==> src/rtl/npu_layer_scheduler_if.sv <==
// Handshake bundle between the host/loader, the layer scheduler and the datapath sequencer.
// master: host/loader + datapath side, slave: the scheduler.
interface npu_layer_scheduler_if #(
  parameter int LW = 4
);
  logic          start;
  logic [LW-1:0] num_layers;
  logic          ld_req;
  logic          ld_ack;
  logic          acc_clr;
  logic          pass_start;
  logic          pass_done;
  logic          bank_sel;
  logic [LW-1:0] layer_idx;
  logic          busy;
  logic          done;
  logic          err;

  modport master (
    output start, num_layers, ld_ack, pass_done,
    input  ld_req, acc_clr, pass_start, bank_sel, layer_idx, busy, done, err
  );

  modport slave (
    input  start, num_layers, ld_ack, pass_done,
    output ld_req, acc_clr, pass_start, bank_sel, layer_idx, busy, done, err
  );
endinterface

==> src/rtl/npu_layer_scheduler.sv <==
// NPU layer sequencer: load weights, clear accumulator, run one pass, swap ping-pong banks, per layer.
// Optional WAIT watchdog (4*width cycles) is built when NPU_LAYER_SCHED_WATCHDOG_EN is defined.
//
// state   | meaning
// --------+---------------------------------------------------------------
// S_IDLE  | waiting for start; layer_idx/bank_sel hold last run's values
// S_LOAD  | ld_req high until the host acknowledges the weight load
// S_CLEAR | acc_clr pulse
// S_RUN   | pass_start pulse
// S_WAIT  | waiting for pass_done (optionally bounded by the watchdog)
// S_SWAP  | toggle bank_sel, advance layer or finish
// S_DONE  | done pulse, last busy cycle
module npu_layer_scheduler #(
  parameter int width      = 16,
  parameter int MAX_LAYERS = 8,
  parameter int LW         = $clog2(MAX_LAYERS) + 1
) (
  input  logic                  clk,
  input  logic                  rst,
  npu_layer_scheduler_if.slave  bus
);

  typedef enum logic [2:0] {
    S_IDLE,
    S_LOAD,
    S_CLEAR,
    S_RUN,
    S_WAIT,
    S_SWAP,
    S_DONE
  } state_t;

  if (width < 1 || MAX_LAYERS < 1) begin : g_bad_params
    $error("npu_layer_scheduler: width and MAX_LAYERS must be at least 1");
  end

  state_t        state;
  logic [LW-1:0] count;
  logic [LW-1:0] layer_idx;
  logic          bank_sel;
  logic          ld_req;
  logic          acc_clr;
  logic          pass_start;
  logic          busy;
  logic          done;
  logic          err;

`ifdef NPU_LAYER_SCHED_WATCHDOG_EN
  localparam int WD_LIMIT = 4 * width;
  localparam int WDW      = (WD_LIMIT > 1) ? $clog2(WD_LIMIT) : 1;
  logic [WDW-1:0] wd_cnt;
`endif

  always_ff @(posedge clk) begin
    if (!rst) begin
      state      <= S_IDLE;
      count      <= '0;
      layer_idx  <= '0;
      bank_sel   <= 1'b0;
      ld_req     <= 1'b0;
      acc_clr    <= 1'b0;
      pass_start <= 1'b0;
      busy       <= 1'b0;
      done       <= 1'b0;
      err        <= 1'b0;
`ifdef NPU_LAYER_SCHED_WATCHDOG_EN
      wd_cnt     <= '0;
`endif
    end else begin
      acc_clr    <= 1'b0;
      pass_start <= 1'b0;
      done       <= 1'b0;
      case (state)
        S_IDLE: begin
          if (bus.start) begin
            if (bus.num_layers > LW'(MAX_LAYERS)) begin
              err <= 1'b1;
            end else if (bus.num_layers == '0) begin
              err   <= 1'b0;
              busy  <= 1'b1;
              done  <= 1'b1;
              state <= S_DONE;
            end else begin
              count     <= bus.num_layers;
              layer_idx <= '0;
              bank_sel  <= 1'b0;
              err       <= 1'b0;
              busy      <= 1'b1;
              ld_req    <= 1'b1;
              state     <= S_LOAD;
            end
          end
        end
        S_LOAD: begin
          if (bus.ld_ack) begin
            ld_req  <= 1'b0;
            acc_clr <= 1'b1;
            state   <= S_CLEAR;
          end
        end
        S_CLEAR: begin
          pass_start <= 1'b1;
          state      <= S_RUN;
        end
        S_RUN: begin
          // pass_done during RUN is deliberately not looked at
`ifdef NPU_LAYER_SCHED_WATCHDOG_EN
          wd_cnt <= WDW'(WD_LIMIT - 1);
`endif
          state <= S_WAIT;
        end
        S_WAIT: begin
          if (bus.pass_done) begin
            state <= S_SWAP;
          end
`ifdef NPU_LAYER_SCHED_WATCHDOG_EN
          else if (wd_cnt == '0) begin
            err   <= 1'b1;
            busy  <= 1'b0;
            state <= S_IDLE;
          end else begin
            wd_cnt <= wd_cnt - WDW'(1);
          end
`endif
        end
        S_SWAP: begin
          bank_sel <= ~bank_sel;
          if (layer_idx == count - LW'(1)) begin
            done  <= 1'b1;
            state <= S_DONE;
          end else begin
            layer_idx <= layer_idx + LW'(1);
            ld_req    <= 1'b1;
            state     <= S_LOAD;
          end
        end
        S_DONE: begin
          busy  <= 1'b0;
          state <= S_IDLE;
        end
        default: begin
          ld_req <= 1'b0;
          busy   <= 1'b0;
          state  <= S_IDLE;
        end
      endcase
    end
  end

  assign bus.ld_req     = ld_req;
  assign bus.acc_clr    = acc_clr;
  assign bus.pass_start = pass_start;
  assign bus.bank_sel   = bank_sel;
  assign bus.layer_idx  = layer_idx;
  assign bus.busy       = busy;
  assign bus.done       = done;
  assign bus.err        = err;

endmodule

==> src/flat_wrapper.sv <==
// flat-port wrapper written by rule: the top's interface ports become plain ports
module npu_layer_scheduler_flat 
#(
  parameter int width      = 16,
  parameter int MAX_LAYERS = 8,
  parameter int LW         = $clog2(MAX_LAYERS) + 1
)
  (clk, rst, bus_start, bus_num_layers, bus_ld_ack, bus_pass_done, bus_ld_req, bus_acc_clr, bus_pass_start, bus_bank_sel, bus_layer_idx, bus_busy, bus_done, bus_err);
  npu_layer_scheduler_if #(.LW(LW)) bus_i ();
  input  logic clk;
  input  logic rst;
  input wire logic [$bits(bus_i.start)-1:0] bus_start;
  input wire logic [$bits(bus_i.num_layers)-1:0] bus_num_layers;
  input wire logic [$bits(bus_i.ld_ack)-1:0] bus_ld_ack;
  input wire logic [$bits(bus_i.pass_done)-1:0] bus_pass_done;
  output wire logic [$bits(bus_i.ld_req)-1:0] bus_ld_req;
  output wire logic [$bits(bus_i.acc_clr)-1:0] bus_acc_clr;
  output wire logic [$bits(bus_i.pass_start)-1:0] bus_pass_start;
  output wire logic [$bits(bus_i.bank_sel)-1:0] bus_bank_sel;
  output wire logic [$bits(bus_i.layer_idx)-1:0] bus_layer_idx;
  output wire logic [$bits(bus_i.busy)-1:0] bus_busy;
  output wire logic [$bits(bus_i.done)-1:0] bus_done;
  output wire logic [$bits(bus_i.err)-1:0] bus_err;
  assign bus_i.start = bus_start;
  assign bus_i.num_layers = bus_num_layers;
  assign bus_i.ld_ack = bus_ld_ack;
  assign bus_i.pass_done = bus_pass_done;
  assign bus_ld_req = bus_i.ld_req;
  assign bus_acc_clr = bus_i.acc_clr;
  assign bus_pass_start = bus_i.pass_start;
  assign bus_bank_sel = bus_i.bank_sel;
  assign bus_layer_idx = bus_i.layer_idx;
  assign bus_busy = bus_i.busy;
  assign bus_done = bus_i.done;
  assign bus_err = bus_i.err;
  npu_layer_scheduler #(.width(width), .MAX_LAYERS(MAX_LAYERS), .LW(LW)) u_core (.clk(clk), .rst(rst), .bus(bus_i));
endmodule
==> config.mk <==
export PLATFORM = sky130hd
export DESIGN_NAME = npu_layer_scheduler_flat
export DESIGN_NICKNAME = d
export VERILOG_FILES = /design/src/rtl/npu_layer_scheduler_if.sv /design/src/rtl/npu_layer_scheduler.sv /design/src/flat_wrapper.sv
export SDC_FILE = /design/constraint.sdc
export NUM_CORES = 1
export LEC_CHECK = 0
export BUFFER_PORTS_ARGS = -buffer_cell sky130_fd_sc_hd__buf_4
export CORE_MARGIN = 1
export CORE_UTILIZATION = 39
export DETAILED_ROUTE_END_ITERATION = 12
export SLEW_MARGIN = 10
export SYNTH_ARGS = -nofsm -noshare
export SYNTH_HDL_FRONTEND = slang
export SYNTH_SLANG_ARGS = --single-unit
==> constraint.sdc <==
create_clock -name clk -period 1.97 [get_ports clk]
set_input_delay 0 -clock clk [delete_from_list [all_inputs] [get_ports clk]]
set_output_delay 0 -clock clk [all_outputs]
set_load 0.005 [all_outputs]
==> impl_results.md <==
- Status: finished clean
- DR iter-0 viols: 21
- Clock Pin Slew Worst Setup and Hold Paths: 110 ps
- Syn Nets: 130
- H-Tree Depth: 1
- Yosys warnings: 0
- Fraction of layout cells with a size suffix above 1: 0.2606
- Synth top area share: 0.3291
- Max-cap check violation count: 0
- Crit Path Max Fanout: 7
- Syn Inst Count: 119
- Synth top cells by count: dfxtp_1 (18), nand2_1 (10), nor2_1 (10), a21oi_1 (9), nand3_1 (8)
- RR Startpoint: u_core.count[0]
- PwrDens: 630.2 mW/mm^2
- Post-route ant nets: 0
- Clk root buf: clkbuf_4
- CP arrival: between 2000 and 2500 ps
- I/O pin total: 20
- Post-synth EDFFs: 0
- Largest net degree at the start of global routing: 15
- Least-Margin Pin Slew: ~650 ps
- Worst setup path class: flop to flop
- Worst hold start: bus_start
- First-pass GRT wire length: 3726 um
- Hold endpoint: u_core.count[1]
- Die width: 54.98 um
- Synth Register Bits: 18
- Area leader, netlist: dfxtp_1
- Clk_lat worst skew: 300 ps
- Most frequent cell after synthesis: dfxtp_1
- Maximum vdd drop: 0.0006146 V
- Cell area after layout: ~0.0013 mm^2
- Routability cong.: between 0.7 and 0.8
- Nets@finish: 154
- Mapped cell area: 0.001095 mm^2
- HPWL Detailed: 1666 um
- # rows: 18
- Die Area: ~0.0030 mm^2
- CP endpoint kind: flop
- Clk buf depth: 2
- Antenna violations before repair: 0
- Pre-Repair DR Iteration Count: 4
- Grt total ovfl: 0
- Critical Path RT: 2180 ps
- Setup violators final: 0
- Primary FF master, synth: dfxtp_1
- CTS tree: done
- Vias: between 900 and 1000
- Vias in the first global route: 815
- Wirelength per Cell: 13.03 um
- Seq/Total Area, Yosys: 0.3291
- Class of the tightest hold or removal check: primary input to flop
- Avg Inst Size Synth: 9.200 um^2
- Core Area: between 0.002 and 0.003 mm^2
- Worst R2R Path Depth: 6
- Effective utilization at floorplan: 0.4264
- Final Slew Violations: 0
- CTS Sinks: 18
- Max_slew headroom: 0.5615
- Async SR Flop Fraction: 0
- Routed wire length: 2241 um
- IO buf count: 19
- Syn-to-layout area delta: 22.63%
- Synth top area cells: dfxtp_1 (33%), mux2i_1 (5.5%), a21oi_1 (4.1%)
- Hold path depth: 4
- Number of antenna diodes: 0
- GRT Overall Usage: 0.1743
- Startpoint Class: flop
- RSZ-0062 raised after global routing: no
- Setup TNS: 0 ps
- Die Ht: roughly 55 um
- Fin crit period: about 1800 ps
- Worst R2R End: u_core.state[1]
- Placed instance area: 0.001245 mm^2
- Post-route DRC: 0
- Drt via density: 5.413
- Total CTS buffers: 3
- P_leak: approximately 0.56 nW
- FF-to-FF setup slack: 160 ps
- Final Skew: 10.72 ps
- Final worst path period share: 0.9198
- Post-synthesis cell type count: between 40 and 50
- Final Hold Violating Endpoints: 0
- Max Clk Rate: 551.9 MHz
==> state kept, by name (all words and copies together), names as in the netlist <==
name / flops
u_core.bus.err: 1
u_core.count: 4
u_core.bus.ld_req: 1
u_core.bus.acc_clr: 1
u_core.state: 3
u_core.bus.bank_sel: 1
u_core.bus.pass_start: 1
u_core.bus.done: 1
u_core.bus.busy: 1
u_core.bus.layer_idx: 4
==> final cells by class <==
cell class / instances / area, um^2
multi-input cells: 87 / 668.1
flip-flops and latches: 18 / 360.3
inverters: 6 / 22.52
repair buffers: 27 / 217.7
well taps: 30 / 37.54
clock buffers: 4 / 36.28
fillers: 256 / 1225
==> placed cells by master, fill, tap and decap left out, types with 2 or more instances in the layout <==
cell / n
nor3_1: 3
nand3_2: 2
nand3_1: 8
nand2_1: 10
dfxtp_1: 18
a21oi_1: 9
clkbuf_4: 3
and3_1: 2
ha_1: 2
xor2_1: 2
inv_1: 6
dlygate4sd3_1: 6
o31ai_1: 2
mux2i_1: 6
o211ai_1: 2
nor2_1: 10
buf_4: 21
nand3b_1: 2
a31oi_1: 3
==> worst max-delay path, cell delays in order, from the launching register on <==
cell       delay (ps)
dfxtp_1           430
inv_1              70
ha_1              300
xor2_1            170
and3_2            290
nand3_2           120
a2111oi_2         360
==> worst max path at each step <==
stage | depth (start not counted) | start | slack [ps] | to
after floorplan | 7 | u_core.count[0] | 270 | u_core.state[1]
after detailed placement | 6 | u_core.count[0] | 110 | u_core.state[1]
final | 6 | u_core.count[0] | 160 | u_core.state[1]
after global placement | 6 | u_core.count[0] | 190 | u_core.state[1]
after CTS | 6 | u_core.count[0] | 90 | u_core.state[1]
after global routing | 6 | u_core.count[0] | 40 | u_core.state[1]
==> stage by stage <==
step / utilization / instances / setup WS [ps] / power, W / hold WS, ps
finish: 0.5229 / 172 / 158.1 / 0.0008461 / 127.8
floorplan: - / 119 / 273.4 / 0.0005517 / 143.9
detailed placement: 0.4849 / 162 / 105.9 / 0.0006108 / 292.4
global placement: 0.4849 / 162 / 190.7 / 0.0006065 / 282.2
global route: 0.5229 / 172 / 44.66 / 0.0008941 / 122.6
CTS: 0.5224 / 172 / 90.25 / 0.0008539 / 123.3
==> cells by family (layout without fill, tap and decap cells) <==
family	count (synthesis)	count (layout)	share of synthesized area
AND/OR/NAND/NOR	47	47	0.2560
AO/OA/AOI/OAI	26	26	0.1806
flip-flops	18	18	0.3291
buffers and inverters	14	37	0.06171
XOR/XNOR	6	6	0.09487
multiplexers	6	6	0.05486
adder cells (fa/ha/maj)	2	2	0.02285
==> repair_timing <==
action                     4_1_cts  5_1_grt
resized for setup                0        1
setup endpoints to repair        0        1
setup buffers                    0        0
hold endpoints to repair         7        0
hold buffers                     6        0
==> layer usage <==
| metal | part of all wire | vias to the layer above | wire [um] | track usage |
|---|---|---|---|---|
| met5 | 0 | - | 0 | 0 |
| met4 | 0.0067 | 0 | 15 | 0.02500 |
| met3 | 0.040 | 2 | 90 | 0.05738 |
| met2 | 0.47 | 21 | 1060 | 0.2771 |
| met1 | 0.48 | 423 | 1075 | 0.2332 |
| li1 | - | 485 | - | - |
==> report_power, final <==
part,switching (W),internal [W],total (W)
Combinational,0.0000999,0.000101,0.000200
Clock,0.000123,0.000113,0.000235
Sequential,0.0000279,0.000382,0.000410
Total,0.000250,0.000596,0.000846
Note: power is estimated with default switching activity, not from simulation.
